File: src/rtl/vga_480p_pkg.sv
// Shared 640x480 raster constants and types for the scrolling text strip.
package vga_480p_pkg;

  localparam int HA_END     = 639;
  localparam int HS_STA     = 655;
  localparam int HS_END     = 751;
  localparam int LINE_LAST  = 799;
  localparam int VA_END     = 479;
  localparam int VS_STA     = 489;
  localparam int VS_END     = 491;
  localparam int FRAME_LAST = 524;

  typedef logic [9:0] coord_t;

  typedef enum logic [1:0] {
    ARB_IDLE,
    ARB_ISSUE,
    ARB_GAP
  } arb_state_t;

endpackage

File: src/rtl/text_ram_arb.sv
// Character RAM port owner: display fetch wins, host writes squeeze in
// outside the fetch window through a one-shot grant.
module text_ram_arb
  import vga_480p_pkg::*;
#(
  parameter int ADDR_W = 6
) (
  input  logic              clk_pix,
  input  logic              rst,
  input  logic              disp_busy,
  input  logic [ADDR_W-1:0] fetch_addr,
  input  logic              wr_req,
  input  logic [ADDR_W-1:0] wr_addr,
  input  logic [7:0]        wr_data,
  output logic [ADDR_W-1:0] ram_addr,
  output logic              ram_we,
  output logic [7:0]        ram_wdata,
  output logic              wr_gnt
);

  arb_state_t        state_q;
  logic [ADDR_W-1:0] ram_addr_q;
  logic              ram_we_q;
  logic [7:0]        ram_wdata_q;
  logic              wr_gnt_q;

  // The GAP state swallows the writer's one-cycle-late wr_req drop so a
  // single request can never be granted twice.
  always_ff @(posedge clk_pix) begin
    if (rst) begin
      state_q     <= ARB_IDLE;
      ram_addr_q  <= '0;
      ram_we_q    <= 1'b0;
      ram_wdata_q <= '0;
      wr_gnt_q    <= 1'b0;
    end else begin
      ram_we_q <= 1'b0;
      wr_gnt_q <= 1'b0;
      if (disp_busy) begin
        ram_addr_q <= fetch_addr;
      end
      case (state_q)
        ARB_IDLE: begin
          if (wr_req && !disp_busy) begin
            state_q     <= ARB_ISSUE;
            ram_addr_q  <= wr_addr;
            ram_we_q    <= 1'b1;
            ram_wdata_q <= wr_data;
            wr_gnt_q    <= 1'b1;
          end
        end
        ARB_ISSUE: state_q <= ARB_GAP;
        ARB_GAP:   state_q <= ARB_IDLE;
        default:   state_q <= ARB_IDLE;
      endcase
    end
  end

  assign ram_addr  = ram_addr_q;
  assign ram_we    = ram_we_q;
  assign ram_wdata = ram_wdata_q;
  assign wr_gnt    = wr_gnt_q;

endmodule

File: src/rtl/text_scroll_ctrl.sv
// Running-line sequencer: per-frame scroll offset, strip geometry and the
// two-stage fetch pipeline feeding the font ROM.
module text_scroll_ctrl
  import vga_480p_pkg::*;
#(
  parameter int TEXT_LEN = 64,
  parameter int CHAR_W   = 8,
  parameter int CHAR_H   = 16,
  parameter int ROW_TOP  = 224,
  parameter int SPEED    = 2,
  parameter int ADDR_W   = $clog2(TEXT_LEN)
) (
  input  logic              clk_pix,
  input  logic              rst,
  input  logic [9:0]        sx,
  input  logic [9:0]        sy,
  input  logic              data_en,
  input  logic              enable,
  input  logic              wr_req,
  input  logic [ADDR_W-1:0] wr_addr,
  input  logic [7:0]        wr_data,
  output logic              wr_gnt,
  output logic [ADDR_W-1:0] ram_addr,
  output logic              ram_we,
  output logic [7:0]        ram_wdata,
  input  logic [7:0]        ram_rdata,
  output logic [7:0]        char_code,
  output logic [3:0]        font_row,
  output logic [2:0]        font_col,
  output logic              strip_en
);

  localparam int COL_W = $clog2(CHAR_W);
  localparam int P_W   = ADDR_W + COL_W;

  logic           in_rows;
  logic           disp_busy;
  logic [P_W-1:0] p;
  logic [3:0]     row_rel;
  logic [P_W-1:0] offset_q, offset_d;

  logic [3:0] row1_q, font_row_q;
  logic [2:0] col1_q, font_col_q;
  logic       en1_q, strip_en_q;
  logic       vld1_q, vld2_q;

  // Offset only moves on the first pixel of vertical blanking, so every
  // visible line of a frame sees the same value.
  always_comb begin
    in_rows   = (sy >= coord_t'(ROW_TOP)) && (sy < coord_t'(ROW_TOP + CHAR_H));
    disp_busy = in_rows && (sx <= coord_t'(HA_END));
    p         = P_W'(sx) + offset_q;
    row_rel   = sy[3:0] - 4'(ROW_TOP);
    offset_d  = offset_q;
    if (enable && (sx == '0) && (sy == coord_t'(VA_END + 1))) begin
      offset_d = offset_q + P_W'(SPEED);
    end
  end

  always_ff @(posedge clk_pix) begin
    if (rst) begin
      offset_q   <= '0;
      row1_q     <= '0;
      col1_q     <= '0;
      en1_q      <= 1'b0;
      vld1_q     <= 1'b0;
      font_row_q <= '0;
      font_col_q <= '0;
      strip_en_q <= 1'b0;
      vld2_q     <= 1'b0;
    end else begin
      offset_q   <= offset_d;
      row1_q     <= row_rel;
      col1_q     <= p[COL_W-1:0];
      en1_q      <= in_rows && data_en;
      vld1_q     <= disp_busy;
      font_row_q <= row1_q;
      font_col_q <= col1_q;
      strip_en_q <= en1_q;
      vld2_q     <= vld1_q;
    end
  end

  text_ram_arb #(
    .ADDR_W(ADDR_W)
  ) u_arb (
    .clk_pix   (clk_pix),
    .rst       (rst),
    .disp_busy (disp_busy),
    .fetch_addr(p[P_W-1:COL_W]),
    .wr_req    (wr_req),
    .wr_addr   (wr_addr),
    .wr_data   (wr_data),
    .ram_addr  (ram_addr),
    .ram_we    (ram_we),
    .ram_wdata (ram_wdata),
    .wr_gnt    (wr_gnt)
  );

  // Read data outside a fetch slot may be host-write readback; blank it.
  assign char_code = vld2_q ? ram_rdata : 8'h00;
  assign font_row  = font_row_q;
  assign font_col  = font_col_q;
  assign strip_en  = strip_en_q;

endmodule

File: config.mk
export PLATFORM = sky130hd
export DESIGN_NAME = text_scroll_ctrl
export DESIGN_NICKNAME = d
export VERILOG_FILES = /design/src/rtl/vga_480p_pkg.sv /design/src/rtl/text_ram_arb.sv /design/src/rtl/text_scroll_ctrl.sv
export SDC_FILE = /design/constraint.sdc
export NUM_CORES = 1
export LEC_CHECK = 0
export BUFFER_PORTS_ARGS = -buffer_cell sky130_fd_sc_hd__buf_2
export CAP_MARGIN = 20
export CORE_MARGIN = 2
export CORE_UTILIZATION = 40
export CTS_CLUSTER_SIZE = 20
export DETAILED_ROUTE_END_ITERATION = 10
export PLACE_DENSITY = 0.67
export SYNTH_ARGS = -nofsm -noshare
export SYNTH_HDL_FRONTEND = slang
export SYNTH_SLANG_ARGS = --single-unit
export TNS_END_PERCENT = 100
File: constraint.sdc
create_clock -name clk_pix -period 2.58 [get_ports clk_pix]
set_input_delay 0.516 -clock clk_pix [delete_from_list [all_inputs] [get_ports clk_pix]]
set_output_delay 0.516 -clock clk_pix [all_outputs]
set_load 0.05 [all_outputs]
==> metrics <==
Crit Reg-Reg Endpoint=u_arb.ram_addr[4]$_SDFF_PP0_; Final ANT Viol Nets=0; M1 wire length=2.09 mm; critical-path maximum fanout=5; I/O Pins=79; R2R depth=7; startpoint types=flop; height of the die=76.6 um; Main synth FF type=dfxtp_1; synthesis-to-layout area growth=26.3%; max-cap violations=0; Final Wtd Congestion=0.825; RSZ-0062 raised after global routing=false; TNS Setup=0 ps; Layout fillers=485; top post-synthesis cells by area=dfxtp_1, mux2i_1, nor2b_1, ha_1, nor2_1; fraction of registers with async set/reset=0%; met2 routed WL=2.16 mm; Final Setup Violations=0; CTS Buffer Depth=2; sequential share of the synthesized area=40.8%; max layer used=met4; outcome=completed; CTS tree=built; die area=0.00587 mm^2; syn_nets=270; mean post-synth cell area=9.86 um^2; slew margin rel.=44.9%; Hold Path Depth=2; vias in the first global route=1710; Post-Route WL=4.69 mm; row count=26; initial DRC count=64; Port Buf Inserts=78; vias per cell=5.06; # DRC=0; GRT overflow=0; layout cells sized above 1=33.8%; TritonCTS buffer count=5; H-tree levels=2; CP Capture Type=flop; VDD IR-drop max=242 uV; hold_sp=sy[8]; detailed placement HPWL=3.64 mm; worst r2r src=offset_q[1]$_SDFFE_PP0P_; Max Fclk=512 MHz; pre-CTS setup slack=430 ps; worst path arrival time=2120 ps; antenna violations before repair=0; ant diodes=0; hold endpoint=en1_q$_SDFF_PP0_; global router's overall resource usage=16.4%; Synth area leader=dfxtp_1; clock-pin slew on the worst setup and hold paths=90 ps; initial cell density of the core=41.3%; Slew Viols, Final=0; met3 wire length=392 um; # clock sinks=43; postcts setup bufs=0; worst setup slack after layout=628 ps; power density over cell area=551 mW/mm^2; post-synthesis cell type count=49; Root Buffer=clkbuf_8; Setup Skew=6.20 ps; via count=1837; DR pass1 iterations=5; first-pass GRT wire length=7.81 mm; leakage power=0.00121 uW; Worst-Skew Late Latency=300 ps; Reg2Reg Setup Slack=630 ps; WS Path Type=reg2reg; fin crit share=75.6%; Syn Inst Count=214; number of synthesized flops with an enable pin=0; core area=0.00511 mm^2; Yosys top cell area share=40.8%; Post-Syn Area=0.00211 mm^2; Resized cells post-CTS=0; Avg WL per Cell=12.9 um; cts hold-fix bufs=0; Yosys reg bits=43; # nets final=348; worst slew pin tran=827 ps; Min-Delay Path Class=in2reg; Tmin final=1950 ps; most frequent cells in the layout=buf_2, dfxtp_1, nor2b_1, nor2_1, mux2i_1; total of warnings raised by yosys=0; Hold Vio Cnt, Final=0; chip width=76.6 um; pin count of the biggest net entering global routing=48; worst path required time=2750 ps; leading cell type in the layout, fill and taps excluded=buf_2
[registers in the layout (all words and copies together) (netlist names)]
| signal | flops |
|---|---|
| font_col | 3 |
| u_arb.ram_addr | 6 |
| strip_en | 1 |
| u_arb.ram_wdata | 8 |
| en1_q | 1 |
| u_arb.state_q | 2 |
| offset_q | 8 |
| font_row | 4 |
| row1_q | 4 |
| vld1_q | 1 |
| u_arb.wr_gnt | 1 |
| col1_q | 3 |
| vld2_q | 1 |
[stage by stage]
| stage | instances | util [%] | power [uW] | hold WS, ps | instance area, um^2 |
|---|---|---|---|---|---|
| global route | 363 | 52.2 | 1530 | 439 | 2670 |
| floorplan | 214 | - | 880 | 414 | 2110 |
| finish | 363 | 52.2 | 1470 | 433 | 2670 |
| CTS | 363 | 52.2 | 1480 | 437 | 2670 |
| detailed placement | 355 | 50.0 | 963 | 420 | 2550 |
| global placement | 355 | 50.0 | 961 | 419 | 2550 |
[logic make-up (layout without fill, tap and decap cells)]
logic type	count (synthesis)	count (layout)	share of synthesized area, %
and+or+nand+nor	91	91	28.4
DFF	43	43	40.8
AOI/OAI and AO/OA	34	34	11.6
muxes	18	18	8.84
buffers and inverters	16	95	3.44
adders and majority gates	9	9	5.69
xor gates and xnor gates	3	3	1.25
[routing by layer]
metal	track usage, %	vias up
li1	-	923
met1	20.6	826
met2	26.7	82
met3	4.86	6
met4	6.00	0
met5	0	-
[power by group]
group	leakage, uW	internal [uW]	switching (uW)	total [uW]
logic	0.000801	87.2	156	243
registers	0.000352	691	10.8	702
clock network	0.0000581	288	235	524
[worst max-delay path: stages, from the launching register on]
cell and delay (ps):
dfxtp_1 410, ha_1 220, inv_1 70, fa_1 390, nor2b_1 170, o31ai_1 120, a2111oi_0 380, a211oi_1 80
[worst max path at each step]
stage,start,end,slack (ps),cells past startpoint
after global placement,sx[6],u_arb.ram_addr[5]$_SDFF_PP0_,470,6
after detailed placement,sx[1],u_arb.ram_addr[4]$_SDFF_PP0_,430,8
after CTS,offset_q[1]$_SDFFE_PP0P_,u_arb.ram_addr[4]$_SDFF_PP0_,630,7
after floorplan,sx[1],u_arb.ram_addr[4]$_SDFF_PP0_,690,7
after global routing,offset_q[1]$_SDFFE_PP0P_,u_arb.ram_addr[4]$_SDFF_PP0_,490,7
final,offset_q[1]$_SDFFE_PP0P_,u_arb.ram_addr[4]$_SDFF_PP0_,630,7
[cells in the mapped netlist (2+ instances only)]
cell type,number
a211oi_1,3
a21o_1,5
a21oi_1,9
and2_1,8
and3_1,2
and4bb_1,2
clkbuf_1,4
dfxtp_1,43
ha_1,8
inv_1,8
mux2_1,5
mux2i_1,13
nand2_1,5
nand3_1,3
nand4_1,3
nor2_1,20
nor2b_1,20
nor3_1,4
nor4_1,6
nor4b_1,3
o21a_1,2
o21ai_0,5
o31ai_1,3
or3_1,2
or4_1,3
xnor2_1,2
[layout make-up]
class	instances	area, um^2	area share [%]
Multi-Input combinational cell	155	1180	44.1
Timing Repair Buffer	79	398	14.9
Clock inverter	3	43.8	1.64
Tap cell	70	87.6	3.29
Sequential cell	43	861	32.3
Inverter	8	30.0	1.13
Clock buffer	5	68.8	2.58
Note: power is estimated with default switching activity, not from simulation.
